$ cat src/rtl/uart_pkg.sv
// Shared UART definitions for the transmitter and receiver: FSM encoding,
// datapath widths and the baud divisor computation.
package uart_pkg;

  localparam int BAUD_WIDTH = 16;
  localparam int DATA_WIDTH = 8;

  typedef enum logic [2:0] {
    IDLE   = 3'd0,
    START  = 3'd1,
    DATA   = 3'd2,
    PARITY = 3'd3,
    STOP   = 3'd4
  } uart_state_e;

  // Truncating divide; the remainder is dropped, never accumulated.
  function automatic logic [BAUD_WIDTH-1:0] clks_per_baud(input int unsigned clk_freq,
                                                          input int unsigned baud_rate);
    return BAUD_WIDTH'(clk_freq / baud_rate);
  endfunction

endpackage

$ cat src/rtl/uart_tx_fifo.sv
// Single-clock synchronous FIFO; read data is the current head, available
// combinationally so a pop captures it in the same cycle.
module uart_tx_fifo #(
  parameter int DEPTH = 4,
  parameter int WIDTH = 8
) (
  input  logic             clk_i,
  input  logic             rst_i,
  input  logic             wr_i,
  input  logic [WIDTH-1:0] data_i,
  input  logic             rd_i,
  output logic [WIDTH-1:0] data_o,
  output logic             full_o,
  output logic             empty_o
);

  localparam int AW = $clog2(DEPTH);

  logic [WIDTH-1:0] mem_q [DEPTH];
  logic [AW-1:0]    wptr_q, wptr_d;
  logic [AW-1:0]    rptr_q, rptr_d;
  logic [AW:0]      count_q, count_d;
  logic             wr_en, rd_en;

  assign full_o  = (count_q == (AW+1)'(DEPTH));
  assign empty_o = (count_q == '0);
  // A write while full is dropped even if a pop frees a slot in the same cycle.
  assign wr_en   = wr_i & ~full_o;
  assign rd_en   = rd_i & ~empty_o;
  assign data_o  = mem_q[rptr_q];

  always_comb begin
    wptr_d  = wptr_q;
    rptr_d  = rptr_q;
    count_d = count_q;
    if (wr_en) wptr_d = wptr_q + AW'(1);
    if (rd_en) rptr_d = rptr_q + AW'(1);
    case ({wr_en, rd_en})
      2'b10:   count_d = count_q + (AW+1)'(1);
      2'b01:   count_d = count_q - (AW+1)'(1);
      default: count_d = count_q;
    endcase
  end

  always_ff @(posedge clk_i) begin
    if (rst_i) begin
      wptr_q  <= '0;
      rptr_q  <= '0;
      count_q <= '0;
    end else begin
      wptr_q  <= wptr_d;
      rptr_q  <= rptr_d;
      count_q <= count_d;
    end
  end

  always_ff @(posedge clk_i) begin
    if (wr_en) mem_q[wptr_q] <= data_i;
  end

endmodule

$ cat src/rtl/uart_tx.sv
// 8N1 UART transmitter with a byte FIFO; back-to-back frames have no idle gap.
// Define UART_TX_PARITY_EN to insert an even parity bit (11-bit frame).
module uart_tx
  import uart_pkg::*;
#(
  parameter int CLK_FREQ   = 65000000,
  parameter int BAUD_RATE  = 115200,
  parameter int FIFO_DEPTH = 4
) (
  input  logic        clk_i,
  input  logic        rst_i,
  input  logic        wr_i,
  input  logic [7:0]  data_i,
  output logic        full_o,
  output logic        busy_o,
  output logic        uart_tx_o,
  output uart_state_e dbg_state_o
);

  localparam logic [BAUD_WIDTH-1:0] CPB       = clks_per_baud(CLK_FREQ, BAUD_RATE);
  localparam logic [BAUD_WIDTH-1:0] BAUD_LAST = CPB - BAUD_WIDTH'(1);

  uart_state_e           state_q, state_d;
  logic [BAUD_WIDTH-1:0] baud_q, baud_d;
  logic [2:0]            bit_q, bit_d;
  logic [DATA_WIDTH-1:0] shift_q, shift_d;
  logic                  line_q, line_d;
`ifdef UART_TX_PARITY_EN
  logic                  par_q, par_d;
`endif

  logic                  fifo_rd, fifo_empty, baud_wrap;
  logic [DATA_WIDTH-1:0] fifo_data;

  uart_tx_fifo #(.DEPTH(FIFO_DEPTH), .WIDTH(DATA_WIDTH)) u_fifo (
    .clk_i   (clk_i),
    .rst_i   (rst_i),
    .wr_i    (wr_i),
    .data_i  (data_i),
    .rd_i    (fifo_rd),
    .data_o  (fifo_data),
    .full_o  (full_o),
    .empty_o (fifo_empty)
  );

  assign baud_wrap   = (baud_q == BAUD_LAST);
  assign busy_o      = (state_q != IDLE) | ~fifo_empty;
  assign uart_tx_o   = line_q;
  assign dbg_state_o = state_q;

  always_comb begin
    state_d = state_q;
    baud_d  = '0;
    bit_d   = bit_q;
    shift_d = shift_q;
    fifo_rd = 1'b0;
`ifdef UART_TX_PARITY_EN
    par_d   = par_q;
`endif
    if (state_q != IDLE) baud_d = baud_wrap ? '0 : baud_q + BAUD_WIDTH'(1);

    case (state_q)
      IDLE: begin
        if (!fifo_empty) begin
          fifo_rd = 1'b1;
          shift_d = fifo_data;
          bit_d   = '0;
`ifdef UART_TX_PARITY_EN
          par_d   = ^fifo_data;
`endif
          state_d = START;
        end
      end
      START: if (baud_wrap) state_d = DATA;
      DATA: begin
        if (baud_wrap) begin
          shift_d = shift_q >> 1;
          if (bit_q == 3'd7) begin
            bit_d = '0;
`ifdef UART_TX_PARITY_EN
            state_d = PARITY;
`else
            state_d = STOP;
`endif
          end else begin
            bit_d = bit_q + 3'd1;
          end
        end
      end
`ifdef UART_TX_PARITY_EN
      PARITY: if (baud_wrap) state_d = STOP;
`endif
      STOP: begin
        // Popping here chains the next start bit with no idle clock.
        if (baud_wrap) begin
          if (!fifo_empty) begin
            fifo_rd = 1'b1;
            shift_d = fifo_data;
            bit_d   = '0;
`ifdef UART_TX_PARITY_EN
            par_d   = ^fifo_data;
`endif
            state_d = START;
          end else begin
            state_d = IDLE;
          end
        end
      end
      default: state_d = IDLE;
    endcase

    // Line is derived from the next state so the register lines up with state_q.
    case (state_d)
      START:   line_d = 1'b0;
      DATA:    line_d = shift_d[0];
`ifdef UART_TX_PARITY_EN
      PARITY:  line_d = par_d;
`endif
      default: line_d = 1'b1;
    endcase
  end

  always_ff @(posedge clk_i) begin
    if (rst_i) begin
      state_q <= IDLE;
      baud_q  <= '0;
      bit_q   <= '0;
      shift_q <= '0;
      line_q  <= 1'b1;
`ifdef UART_TX_PARITY_EN
      par_q   <= 1'b0;
`endif
    end else begin
      state_q <= state_d;
      baud_q  <= baud_d;
      bit_q   <= bit_d;
      shift_q <= shift_d;
      line_q  <= line_d;
`ifdef UART_TX_PARITY_EN
      par_q   <= par_d;
`endif
    end
  end

endmodule

$ cat config.mk
export PLATFORM = sky130hd
export DESIGN_NAME = uart_tx
export DESIGN_NICKNAME = d
export VERILOG_FILES = /design/src/rtl/uart_pkg.sv /design/src/rtl/uart_tx_fifo.sv /design/src/rtl/uart_tx.sv
export SDC_FILE = /design/constraint.sdc
export NUM_CORES = 1
export LEC_CHECK = 0
export CORE_MARGIN = 2
export CORE_UTILIZATION = 45
export CTS_BUF_LIST = sky130_fd_sc_hd__clkbuf_4
export CTS_CLUSTER_SIZE = 14
export DETAILED_ROUTE_END_ITERATION = 16
export PLACE_DENSITY = 0.64
export SLEW_MARGIN = 20
export SYNTH_ARGS = -nofsm -noshare
export SYNTH_HDL_FRONTEND = slang
export SYNTH_HIERARCHICAL = 1
export SYNTH_SLANG_ARGS = --single-unit
$ cat constraint.sdc
create_clock -name clk_i -period 3.2 [get_ports clk_i]
set_input_delay 0.48 -clock clk_i [delete_from_list [all_inputs] [get_ports clk_i]]
set_output_delay 0.48 -clock clk_i [all_outputs]
set_load 0.01 [all_outputs]
==> results of run 1 <==
report_power, final:
group / total (W) / internal, W / switching [W] / leakage, nW
registers: 0.00117 / 0.00108 / 0.0000867 / 0.620
clock network: 0.000609 / 0.000254 / 0.000354 / 0.0799
logic: 0.000700 / 0.000358 / 0.000342 / 0.487
timing repair:
action                                  CTS  global route
hold buffers                              0             0
hold endpoints to repair                  0             0
buffers inserted                          0             1
gates resized for setup                   0             9
endpoints found under the setup margin    0             1
cell usage in the layout, fill, tap and decap left out, drive strengths merged, types with 2 or more instances in the layout:
| cell | synthesis | final |
|---|---|---|
| dfxtp | 40 | 40 |
| edfxtp | 32 | 32 |
| nor2 | 26 | 26 |
| inv | 14 | 19 |
| clkdlybuf4s50 | 0 | 16 |
| xor2 | 9 | 9 |
| clkbuf | 5 | 9 |
| a21oi | 9 | 9 |
| nand2 | 8 | 8 |
| nand3 | 8 | 8 |
| mux4 | 8 | 8 |
| ha | 8 | 8 |
| or3 | 7 | 7 |
| o21ai | 7 | 7 |
| xnor2 | 6 | 6 |
| buf | 7 | 6 |
| nor3 | 6 | 6 |
| and2 | 6 | 6 |
| a22oi | 5 | 5 |
| o2bb2ai | 5 | 5 |
| and3 | 4 | 4 |
| nand4 | 3 | 3 |
| nor3b | 3 | 3 |
| a31oi | 3 | 3 |
| nor4 | 3 | 3 |
| or4 | 2 | 2 |
| mux2 | 2 | 2 |
| a32o | 2 | 2 |
| nand2b | 2 | 2 |
flip-flops by register name, summed over array words and instances, names as in the netlist, named ones only:
| register | flops |
|---|---|
| shift_q | 8 |
| u_fifo/wptr_q | 2 |
| bit_q | 3 |
| baud_q | 16 |
| uart_tx_o | 1 |
| dbg_state_o | 3 |
| u_fifo/rptr_q | 2 |
| u_fifo/mem_q | 32 |
| u_fifo/count_q | 3 |
per-layer routing:
layer / part of all wire, % / GRT usage, % / wire length (µm) / up-vias
li1: - / - / - / 976
met1: 48 / 21.5 / 2560 / 929
met2: 46 / 22.4 / 2450 / 29
met3: 3.8 / 4.64 / 200 / 7
met4: 1.6 / 5.97 / 85 / 0
met5: 0 / 0 / 0 / -
logic make-up after synthesis:
group	count (synthesis)	synth area share (%)
simple gates	83	15.3
flops	72	56.7
compound gates	38	9.47
buf+inv	26	3.55
xor+xnor	15	4.23
mux	11	6.85
fa+ha+maj	9	3.87
worst max-delay path: cells and delay by family, from the launching register on:
family | cells | cell delay (ps)
flip-flops | 1 | 390
adder cells (fa/ha/maj) | 3 | 660
buffers and inverters | 2 | 140
AND/OR/NAND/NOR | 3 | 1070
XOR/XNOR | 1 | 150
AO/OA/AOI/OAI | 3 | 600
layout make-up:
type	count	area, µm²	share of cell area, %
sequential	72	1770	50.0
clock buffer	9	67.6	1.91
clock inverter	7	83.8	2.37
timing repair buffer	22	205	5.81
multi-input combinational	156	1260	35.6
tap	80	100	2.83
inverter	14	52.6	1.49
per-stage QoR:
stage	utilization (%)	setup TNS (ps)	instances	cell area [µm²]	setup slack [ps]
after floorplan	-	0	254	3110	138
after global placement	49.8	0	343	3350	228
after detailed placement	49.8	0	343	3350	62.7
after CTS	52.0	0	359	3500	39.8
after global routing	52.6	-2.59	360	3530	-2.59
final	52.6	0	360	3530	142
worst min-delay path by stage:
stage	from	end	slack [ps]	cells past startpoint
floorplan	baud_q[0]	baud_q[0]	430	1
global placement	baud_q[0]	baud_q[0]	440	1
detailed placement	baud_q[0]	baud_q[0]	450	1
CTS	baud_q[0]	baud_q[0]	480	1
global route	baud_q[0]	baud_q[0]	480	1
finish	baud_q[0]	baud_q[0]	460	1
==> out/summary.txt, run 1 <==
Critical Path RT: 3550 ps
total power: 0.00248 W
VDD IR max: 0.414 mV
Leak: 1.19 nW
WHS: 456 ps
area delta synth->final: 13.7%
CTS sink cnt: 72
PortBufs: 16
final RePlAce weighted congestion: 0.739
clk_skew: 15.4 ps
share of cells above drive strength 1: 19.3%
Initial Utilization: 46.2%
GRT Total Usage: 15.4%
Pre-Repair DR Iteration Count: 4
die height: 87.1 µm
max incr delay on CP: 490 ps
Seq/Total Area, Yosys: 56.7%
DR iter-0 viols: 106
final wirelength: 5300 µm
most common cell type on the critical path: inv_1
YS warnings: 6
largest net degree at the start of global routing: 17
post-route ant nets: 0
Setup CP Type: register to register
Worst Tran Pin Value: 418 ps
Tcrit/Tclk final: 95.5%
Critical Path End: u_fifo/count_q[2]
Reg-to-Reg End: u_fifo/count_q[2]
WP data arrival: 3410 ps
CP max-delay cell: or4b_4
total number of vias: 1941
DP Wirelength: 3590 µm
floorplan core area: 0.00672 mm²
Post-route DRC: 0
Synth Instances: 254
status: complete, no violations
clk_lat worst skew: 420 ps
Worst Setup SP: baud_q[0]
chip width: 87.1 µm
number of fill cells: 592
syn nets: 274
FF-to-FF Start: baud_q[0]
H-tree Lvls: 3
Max FO, Critical Path: 4
I/O pin count: 17
Unique masters post-synth: 53
sequence of cells on the critical path: ha_4, or4b_4, o41ai_4, and3b_2, o31ai_2, inv_1, ha_2, inv_1, fa_2, xor2_1, or3_1, a21oi_2
Seq cells post-synth: 72
final net count: 295
CTS max path bufs: 2
TritonCTS Buffers: 9
Root Buffer: clkbuf_4
Post-synth EDFFs: 32
TritonCTS clock tree: yes
Register-to-Register Path Depth: 12
Setup violations, final: 0
R2R Setup Slk: 140 ps
Area contributors post-synth: edfxtp_1, dfxtp_1, mux4_2
syn avg cell area: 12.2 µm²
Reg clk slew, reported paths: 110 ps
Slew Viols, Final: 0
Slew HR: 72.1%
Final Hold Viols: 0
Max Freq: 327 MHz
largest area contributor in the netlist: edfxtp_1
Crit. End Element: register
Inserted Diodes: 0
global-route wire length before repair: 8830 µm
post-layout min period: 3060 ps
die area: 0.00758 mm²
number of global-route vias before repair: 1841
FFs w/ async S/R, synth: 0%
Netlist Area Pre-Place: 0.00311 mm²
initial antenna violation count: 0
routed len/inst: 14.7 µm
HP Class: register to register
Worst setup SP type: register
max_cap viols: 0
post-DR vias/cell: 5.39
row count: 30
Synth Flop Type: dfxtp_1
Synth top area share: 30.9%
gr ovfl total: 0
most common cell in the synthesized netlist: dfxtp_1
Commonest cells post-synth: dfxtp_1, edfxtp_1, nor2_1, inv_1
PwrDens: 702 mW/mm²
Power figures use the tool's default switching activity.
==> inputs of run 2 (changes only) <==
--- a/config.mk
+++ b/config.mk
@@ -5,6 +5,7 @@
 export SDC_FILE = /design/constraint.sdc
 export NUM_CORES = 1
 export LEC_CHECK = 0
+export CAP_MARGIN = 20
 export CORE_MARGIN = 2
 export CORE_UTILIZATION = 45
 export CTS_BUF_LIST = sky130_fd_sc_hd__clkbuf_4
==> results of run 2 <==
No change in the layout: final DEF, timing and power equal those of run 1.
